[src/rtl/im_loader_ctrl.sv]
// Instruction-memory load controller: byte stream in, big-endian 32-bit words out, CPU reset held during load.
// Optional trailing XOR checksum byte and CHK state when IM_LOADER_CHECKSUM_EN is defined.
module im_loader_ctrl #(
  parameter int AW       = 7,
  parameter bit AUTO_RUN = 1'b1
) (
  input  logic          clk,
  input  logic          rst,
  input  logic          load_start,
  input  logic [AW:0]   load_len,
  input  logic          byte_valid,
  input  logic [7:0]    byte_data,
  output logic          byte_ready,
  output logic          im_we,
  output logic [AW-1:0] im_waddr,
  output logic [31:0]   im_wdata,
  output logic          cpu_rst,
  output logic          busy,
  output logic          done,
  output logic          err
);

  typedef enum logic [1:0] {
    S_IDLE = 2'd0,
    S_LOAD = 2'd1,
`ifdef IM_LOADER_CHECKSUM_EN
    S_CHK  = 2'd2,
`endif
    S_RUN  = 2'd3
  } state_t;

  localparam state_t RESET_STATE = AUTO_RUN ? S_RUN : S_IDLE;

  state_t        r_state;
  state_t        w_next;
  logic [1:0]    r_byte_cnt;
  logic [AW:0]   r_len;
  logic [AW:0]   r_words;
  logic [AW-1:0] r_addr;
  logic [23:0]   r_shift;
  logic          r_err;
  logic          w_accept;
  logic          w_start;
  logic          w_word_done;
  logic          w_last_word;
  logic [AW:0]   w_words_inc;

`ifdef IM_LOADER_CHECKSUM_EN
  logic [7:0] r_csum;
  assign byte_ready = (r_state == S_LOAD) || (r_state == S_CHK);
  assign err        = r_err;
`else
  assign byte_ready = (r_state == S_LOAD);
  assign err        = 1'b0;
`endif

  assign busy        = byte_ready;
  assign w_accept    = byte_valid && byte_ready;
  assign w_start     = load_start && ((r_state == S_IDLE) || (r_state == S_RUN));
  assign w_word_done = (r_state == S_LOAD) && w_accept && (r_byte_cnt == 2'd3);
  assign w_words_inc = r_words + 1'b1;
  assign w_last_word = w_word_done && (w_words_inc == r_len);

  always_ff @(posedge clk or posedge rst) begin
    if (rst) r_state <= RESET_STATE;
    else     r_state <= w_next;
  end

  always_comb begin
    w_next = r_state;
    case (r_state)
      S_IDLE, S_RUN: if (load_start) w_next = S_LOAD;
      S_LOAD: begin
        if (w_last_word) begin
`ifdef IM_LOADER_CHECKSUM_EN
          w_next = S_CHK;
`else
          w_next = S_RUN;
`endif
        end
      end
`ifdef IM_LOADER_CHECKSUM_EN
      S_CHK: if (w_accept) w_next = (byte_data == r_csum) ? S_RUN : S_IDLE;
`endif
      default: w_next = RESET_STATE;
    endcase
  end

  // NOTE: every register here uses <= so all of them sample the same pre-edge state.
  always_ff @(posedge clk or posedge rst) begin
    if (rst) begin
      r_byte_cnt <= '0;
      r_len      <= '0;
      r_words    <= '0;
      r_addr     <= '0;
      r_shift    <= '0;
      r_err      <= 1'b0;
      im_we      <= 1'b0;
      im_waddr   <= '0;
      im_wdata   <= '0;
      done       <= 1'b0;
      cpu_rst    <= 1'b1;
`ifdef IM_LOADER_CHECKSUM_EN
      r_csum     <= '0;
`endif
    end else begin
      im_we   <= w_word_done;
      done    <= (w_next == S_RUN) && (r_state != S_RUN);
      cpu_rst <= (w_next != S_RUN);
      if (w_word_done) begin
        im_waddr <= r_addr;
        im_wdata <= {r_shift, byte_data};
      end
      if (w_start) begin
        r_len      <= (load_len == '0) ? {1'b1, {AW{1'b0}}} : load_len;
        r_byte_cnt <= '0;
        r_words    <= '0;
        r_addr     <= '0;
        r_err      <= 1'b0;
`ifdef IM_LOADER_CHECKSUM_EN
        r_csum     <= '0;
`endif
      end else if ((r_state == S_LOAD) && w_accept) begin
        r_byte_cnt <= r_byte_cnt + 2'd1;
        r_shift    <= {r_shift[15:0], byte_data};
`ifdef IM_LOADER_CHECKSUM_EN
        r_csum     <= r_csum ^ byte_data;
`endif
        if (r_byte_cnt == 2'd3) begin
          r_addr  <= r_addr + 1'b1;
          r_words <= w_words_inc;
        end
      end
`ifdef IM_LOADER_CHECKSUM_EN
      else if ((r_state == S_CHK) && w_accept && (byte_data != r_csum)) begin
        r_err <= 1'b1;
      end
`endif
    end
  end

endmodule
[config.mk]
export PLATFORM = sky130hd
export DESIGN_NAME = im_loader_ctrl
export DESIGN_NICKNAME = d
export VERILOG_FILES = /design/src/rtl/im_loader_ctrl.sv
export SDC_FILE = /design/constraint.sdc
export NUM_CORES = 1
export LEC_CHECK = 0
export CAP_MARGIN = 10
export CORE_ASPECT_RATIO = 2
export CORE_MARGIN = 2
export CORE_UTILIZATION = 45
export DETAILED_ROUTE_END_ITERATION = 10
export PLACE_DENSITY = 0.72
export SLEW_MARGIN = 0
export SYNTH_ARGS = -nofsm -noshare
export SYNTH_HDL_FRONTEND = slang
export SYNTH_SLANG_ARGS = --single-unit
[constraint.sdc]
create_clock -name clk -period 3.7 [get_ports clk]
set_input_delay 0.555 -clock clk [delete_from_list [all_inputs] [get_ports clk]]
set_output_delay 0.555 -clock clk [all_outputs]
set_load 0.01 [all_outputs]
==> flow_summary_export.csv <==
group,metric,value,unit
yosys,ys_warn_count,0,
pwr,p_leak,0.002324,uW
sta,skew,4.694,ps
die,start_util,45.76,%
route,routed_wirelength,8468,um
global_routing,grt_pass1_vias,2872,
yosys,syn-cell-area,3902,um^2
sta,slew_violations,0,
clock_network,postCtsHoldBufs,0,
critical_path,crit_arrival,1800,ps
route,wire_per_inst,15.80,um
sta,hold_violations,0,
clock_network,cts-htree-levels,3,
yosys,ys_ff_latch,93,
die,core.rowCount,48,
yosys,syn_inst,372,
yosys,seq_area_frac_synth,59.73,%
yosys,ys_types,34,
clock_network,clock_latency,330,ps
critical_path,worst_ep_required_time,3140,ps
critical_path,worst_path_largest_cell_delay,600,ps
sta,finalSetupViolCount,0,
route,vias,2754,
finish,nNetsFinal,458,
global_routing,grt_max_degree,49,
route,antenna_left,0,
global_routing,antenna_found_initial,0,
route,drcViolationCount,0,
die,die_h,135.7,um
clock_network,cts_sinks,93,
pwr,cellPowerDensity,786.1,nW/um^2
clock_network,clk_pin_slew_worst_paths,60,ps
route,dr.pass1.iters,6,
clock_network,cts_resized,0,
pwr,max-vdd-ir-drop,0.3883,mV
global_routing,grt_overflow,0,
die,die_x,69.85,um
yosys,synth_top_area_share,57.71,%
yosys,synth_async_sr_flop_share,100.0,%
clock_network,cts_root_buf,"clkbuf_16",
clock_network,cts_buffers,9,
yosys,synth_top_area_cell,"dfrtp_1",
place,port_buffers,63,
critical_path,r2r_slack,1440,ps
critical_path,endpoint_kind,"output pin",
sta,max_slew_margin,42.32,%
die,io-pin-count,65,
critical_path,crit_path_start_kind,"flop",
route,viasPerCell,5.138,
yosys,yosys-top-cells-area,"dfrtp_1 (58%), nand2_1 (13%), mux2_2 (8.9%)",
sta,fmax,424.0,MHz
die,core-area,8528,um^2
global_routing,track_usage,19.02,%
yosys,synth_nets,398,
yosys,syn_avg_cell_area,10.49,um^2
clock_network,cts_setup_buffers,0,
clock_network,cts_max_path_buffers,2,
yosys,synth-edff-count,0,
place,place_hpwl,5791,um
place,dp.cells,521,
min_path,hold_path_class,"reg -> reg",
run,drv_cap,0,
clock_network,cts_tree,"done",
critical_path,slowest_stage,"clkdlybuf4s50_1",
sta,fin_hold_ws,469.2,ps
finish,post-route-util,57.97,%
finish,syn_to_final_growth,26.68,%
status,status,"complete, no violations",
finish,instances_no_fill,536,
finish,antenna_cells,0,
sta,fin_crit,2359,ps
sta,rsz0062_at_grt,"no",
yosys,ys_top_cells_by_count,"nand2_1 (133), dfrtp_1 (90), mux2_2 (31), nor2_1 (18), xor2_1 (14)",
route,drt_iter0_drc,155,
sta,worst_pin_slew,864.2,ps
global_routing,grt_pass1_wl,13870,um
place,place.gp.congestion,0.8004,
yosys,yosys_most_used_dff,"dfrtp_1",
critical_path,path_class,"reg -> out",
sta,min_period_over_period,63.75,%
finish,drive_above_1_share,13.07,%
die,dieArea,9479,um^2
sta,tns,0,ps
critical_path,crit_chain,"ha_1, clkdlybuf4s50_1",
yosys,synth_most_common_cell,"nand2_1",
critical_path,worstPathMaxFanout,8,
where the power goes:
| part | leakage [uW] | switching [uW] | internal (uW) | total, uW |
|---|---|---|---|---|
| registers | 0.00118 | 261 | 1400 | 1660 |
| logic | 0.000981 | 530 | 677 | 1210 |
| clock network | 0.000162 | 363 | 654 | 1020 |
cells in the final DEF (no fill, tap or decap), drive strengths merged, types with 2 or more instances in the layout:
cell / synthesis / routed
nand2: 133 / 133
dfrtp: 90 / 90
clkdlybuf4s50: 0 / 63
mux2: 31 / 31
nor2: 19 / 19
xor2: 14 / 14
clkbuf: 6 / 10
xnor2: 9 / 9
nand3: 9 / 9
a21oi: 7 / 7
ha: 6 / 6
o21ai: 5 / 5
inv: 6 / 5
buf: 13 / 5
nand4: 3 / 3
clkinv: 0 / 3
bufinv: 0 / 3
dfstp: 3 / 3
and2: 2 / 2
or3: 2 / 2
nand4b: 2 / 2
final cells by class:
type                    count  area (um^2)
clock buffers              10        229.0
fillers                   723         3585
flip-flops and latches     93         2331
multi-input cells         254         1454
well taps                 100        125.1
inverters                   6        23.77
clock inverters             5        100.1
repair buffers             68        680.7
stage by stage:
step | area [um^2] | total power [uW] | setup slack [ps]
floorplan | 3902 | 2317 | 729.7
global placement | 4614 | 2848 | 1287
detailed placement | 4614 | 2891 | 1228
CTS | 4943 | 3932 | 1321
global route | 4943 | 4117 | 1217
finish | 4943 | 3886 | 1341
logic make-up after synthesis:
group | share of synthesized area, %
AO/OA/AOI/OAI | 2.918
flip-flops | 59.73
multiplexers | 8.945
AND/OR/NAND/NOR | 18.21
XOR/XNOR | 5.162
adder cells (fa/ha/maj) | 1.924
other | 0.09609
buffers and inverters | 3.014
sequential cells by signal, indices dropped and copies added, names as in the netlist:
name and cells:
r_words 8, cpu_rst 1, r_byte_cnt 2, done 1, im_waddr 7, r_shift 24, r_addr 7, im_we 1
im_wdata 32, r_state 2, r_len 8
worst paths after layout:
kind,from,end,cells past startpoint
max reg2reg,r_state[0],r_addr[5],6
min in group asynchronous,rst,im_wdata[5],2
min reg2reg,r_shift[16],im_wdata[24],2
min,r_shift[16],im_wdata[24],2
max in group asynchronous,rst,im_wdata[15],3
max,r_state[0],byte_ready,2
per-layer routing:
metal  part of all wire, %  global-route usage (%)  vias up
li1                      -                       -     1312
met1                    38                   20.47     1349
met2                    55                   34.66       69
met3                   3.8                   4.167       24
met4                   3.5                   9.295        0
met5                     0                       0        -
worst max-delay path, delay by kind of cell, from the launching register on:
| family | cells | cell delay, ps |
|---|---|---|
| flops | 1 | 560 |
| buf+inv | 1 | 600 |
| fa+ha+maj | 1 | 320 |
No activity file was read; power rests on OpenSTA's default activity.
==> patch 1 (config.mk and constraints unchanged) <==
Build with the macro `IM_LOADER_CHECKSUM_EN` defined.
--- a/src/rtl/im_loader_ctrl.sv
+++ b/src/rtl/im_loader_ctrl.sv
@@ -2,2 +2,4 @@
 // Optional trailing XOR checksum byte and CHK state when IM_LOADER_CHECKSUM_EN is defined.
+`define IM_LOADER_CHECKSUM_EN
+
 module im_loader_ctrl #(
Function: changed (Yosys sat finds a counterexample within 10 cycles, from zero or initial values and one cycle with rst high).
==> patch 1 against the unedited design <==
Synthesized area rose by 15%; worst setup slack got worse by 300 ps; hold slack barely moved; total power fell by 4.3%; design area rose by 11%; routed wire length rose by 23%; first-iteration DRC count rose by 35%; sequential cell count rose by 9.
==> patch 1: results (changes against the unedited design) <==
| Metric | Value |
|---|---|
| Initial DRC count | 210 (+35%) |
| Vias in the first global route | 3,753 (+31%) |
| DP HPWL | 7.263 mm (+25%) |
| Worst Skew | 6.902 ps (+2.208 ps) |
| H-tree lvl count | 3 (unchanged) |
| Lkg Pwr | 2.744 nW (+18%) |
| Row count | 51 (+6.3%) |
| Maximum fanout along the worst path | 53 (+45) |
| Maximum VDD drop | 0.3713 mV (-4.4%) |
| YS warnings | 0 (unchanged) |
| Synth Area in XOR/XNOR | 5.403% (+0.24 points) |
| Post-synth top cells | 234 x nand2_1, 99 x dfrtp_1, 26 x o21ai_0 |
| Mux contribution to synthesized area | 0% (-8.9 points) |
| Compound-Gate Fraction of Synth Area | 6.467% (+3.5 points) |
| # Post-CTS Setup Buffers | 0 (unchanged) |
| Drt first pass iters | 4 (-2) |
| # port buffers | 64 (+1.6%) |
| Clk buf depth | 2 (unchanged) |
| Status | finished, final reports clean |
| Largest cells by area after synthesis | dfrtp_1 55%, nand2_1 20%, xor2_1 3.3% |
| Largest net degree at the start of global routing | 55 (+12%) |
| Ys async rst share | 100.0% (unchanged) |
| Share of cells above drive strength 1 | 4.865% (-8.2 points) |
| Gr usage total | 21.08% (+2.1 points) |
| Hold WC Path Type | reg -> reg |
| First-pass GRT wire length | 17.73 mm (+28%) |
| Post_cts resized | 0 (unchanged) |
| Routed wire per std cell | 15.22 µm (-3.7%) |
| Worst-path clk slew | 70 ps |
| Via count | 3,576 (+30%) |
| Register area share after synthesis | 57.19% (-2.5 points) |
| Largest regs | im_wdata (32), r_shift (24) |
| Fillcell total | 904 (+25%) |
| Clock root buffer | clkbuf_16 |
| Slew @ Worst Pin | 688.1 ps (-176.1 ps) |
| Clk Latency, worst-skew pair | 340 ps |
| Largest family of logic cells by synthesized area | simple AND/OR/NAND/NOR gates |
| Routability cong. | 0.9009 (+13%) |
| Ant. Diodes | 0 (unchanged) |
| Final Net Count | 576 (+26%) |
| Worst EP arrival | 2930 ps (+1130 ps) |
| Post-synth cell types | 40 (+18%) |
| Num CTS Buffers | 9 (unchanged) |
| Syn nets | 522 (+31%) |
| Initial antenna violation count | 0 (unchanged) |
| Adder-Cell Fraction of Synth Area | 1.680% (-0.24 points) |
patch 1: metal layers:
metal  global-route usage, %  share of wire [%]  routed length [µm]
met2                   35.44                 53                5589
met1                   25.86                 40                4178
met3                   3.125                3.5                 370
met4                   9.554                3.0                 316
met5                       0                  0                   0
patch 1: stage by stage:
step	instance area [µm²]	utilization (%)	instances	power (mW)	worst slack (ps)
2_1_floorplan	4469	-	496	2.330	474.5
4_1_cts	5473	56.42	687	3.758	1054
5_1_grt	5473	56.42	687	3.962	879.8
6_report	5473	56.42	687	3.721	1043
3_3_place_gp	5197	53.59	671	2.816	1127
3_5_place_dp	5197	53.59	671	2.865	1052
patch 1: worst paths after layout:
check	start	endpoint	slack (ps)	depth (start not counted)
setup reg to reg	r_state[0]	cpu_rst	1040	8
setup / recovery	r_state[0]	cpu_rst	1040	8
hold reg to reg	r_shift[20]	im_wdata[28]	470	2
hold / removal	r_shift[20]	im_wdata[28]	470	2
min in group asynchronous	rst	im_waddr[0]	660	2
max in group asynchronous	rst	r_csum[7]	2350	3
patch 1: final cells by class:
cell class	instances	area share [%]
sequential	102	46.71
inverter	7	0.5258
tap	132	3.018
multi-input combinational	360	31.96
clock inverter	5	0.5944
timing repair buffer	70	12.76
clock buffer	11	4.435
patch 1: cell families after synthesis:
family / after synthesis
flops: 102
xor+xnor: 26
compound gates: 49
buf+inv: 34
fa+ha+maj: 6
simple gates: 279
patch 1: report_power, final:
group | switching, mW | internal [mW] | leakage (nW)
clock network | 0.402 | 0.475 | 0.140
registers | 0.258 | 1.46 | 1.34
logic | 0.598 | 0.527 | 1.26
total | 1.26 | 2.46 | 2.74
patch 1: worst max-delay path, cell delays in order, from the launching register on:
cell,delay (ps)
dfstp_2,590
inv_1,70
ha_1,380
nand4b_1,170
buf_4,510
nor3_1,120
and3_1,200
a31o_1,250
a211o_1,290
==> patch 2 (same settings) <==
Made on the original files. Re-encode `state_t` (3 states) as one-hot, 3 bits wide.
--- a/src/rtl/im_loader_ctrl.sv
+++ b/src/rtl/im_loader_ctrl.sv
@@ -22,5 +22,5 @@
 
-  typedef enum logic [1:0] {
-    S_IDLE = 2'd0,
-    S_LOAD = 2'd1,
+  typedef enum logic [2:0] {
+    S_IDLE = 3'b001,
+    S_LOAD = 3'b010,
 `ifdef IM_LOADER_CHECKSUM_EN
@@ -28,3 +28,3 @@
 `endif
-    S_RUN  = 2'd3
+    S_RUN  = 3'b100
   } state_t;
Function: no difference found for any inputs over 10 cycles, from zero or initial values and one cycle with rst high; not proved beyond that.
==> patch 2 against the unedited design <==
Routed wire length is 6.4% higher; sequential cell count is 1 higher; synthesized area is 3.1% higher; design area is 1.2% higher; worst setup slack worse by 140 ps; hold slack better by 3.7 ps.
Power is not compared: it rests on default switching activity, and its combinational part moved more than twofold at a synthesized area within 25%.
==> patch 2: results (changes against the unedited design) <==
| Metric | Value |
|---|---|
| Share of cells above drive strength 1 | 7.099% (-6.0 points) |
| Hold Path Origin | im_wdata[22] |
| Largest cells by area after synthesis | dfrtp_1 57%, nand2_1 19%, mux2_2 2.0% |
| Post-synth cell types | 42 (+24%) |
| Initial DRC count | 276 (+78%) |
| Worst Skew | 3.835 ps (-0.8591 ps) |
| Via count | 3,110 (+13%) |
| Synth Area per Inst | 9.317 µm² (-11%) |
| Routability cong. | 0.8172 (+2.1%) |
| Clock network share of area | 6.400% (-0.26 points) |
| Final Net Count | 511 (+12%) |
| Met1 Usage GRT | 24.27% (+3.8 points) |
| Placed cells | 577 (+11%) |
| WL final | 9.006 mm (+6.4%) |
| Met2 routed WL | 4.992 mm (+7.5%) |
| Hold_ws | 472.9 ps (+3.661 ps) |
| Worst EP arrival | 1940 ps (+140 ps) |
| Syn nets | 455 (+14%) |
| First-pass GRT wire length | 15.28 mm (+10%) |
| Met2 Use GR | 35.62% (+0.96 points) |
| Met1 WL | 3.536 mm (+10%) |
| WHS Endpoint | im_wdata[22] |
| Routed met3 length | 270 µm (-15%) |
| Non-clock inverters | 4 (-2) |
| Worst r2r src | r_state[1] |
| R2r setup slk | 1520 ps (+80 ps) |
| Register area share after synthesis | 58.50% (-1.2 points) |
| Maximum fanout along the worst path | 6 (-2) |
| # clk buffers | 13 (+3) |
| Multi-input gates | 311 (+22%) |
| Slew @ Worst Pin | 885.6 ps (+21.46 ps) |
| Status | finished, final reports clean |
| Gr usage total | 20.37% (+1.3 points) |
| Post-synth top cells | 205 x nand2_1, 92 x dfrtp_1, 16 x nor2_1 |
| Placed cell area | 4684 µm² (+1.5%) |
| Vias in the first global route | 3,007 (+4.7%) |
| Met3 GRT Util | 3.804% (-0.36 points) |
==> patch 2: cells by family (layout without fill, tap and decap cells) <==
| family | after synthesis | count (layout) | share of synthesized area (%) |
|---|---|---|---|
| compound gates | 30 | 30 | 4.942 |
| xor+xnor | 17 | 17 | 3.699 |
| fa+ha+maj | 3 | 3 | 0.9326 |
| buf+inv | 27 | 88 | 4.041 |
| flops | 94 | 94 | 58.50 |
| mux | 7 | 7 | 1.958 |
| other cells | 1 | 1 | 0.09317 |
| simple gates | 253 | 253 | 25.83 |
==> patch 2: power by group through the flow <==
stage	combinational, mW	sequential, mW	clock [mW]
after floorplan	0.374	1.39	0
after global placement	0.514	1.44	0
after detailed placement	0.534	1.45	0
after CTS	0.537	1.43	0.980
after global routing	0.604	1.46	1.02
final	0.529	1.43	0.956
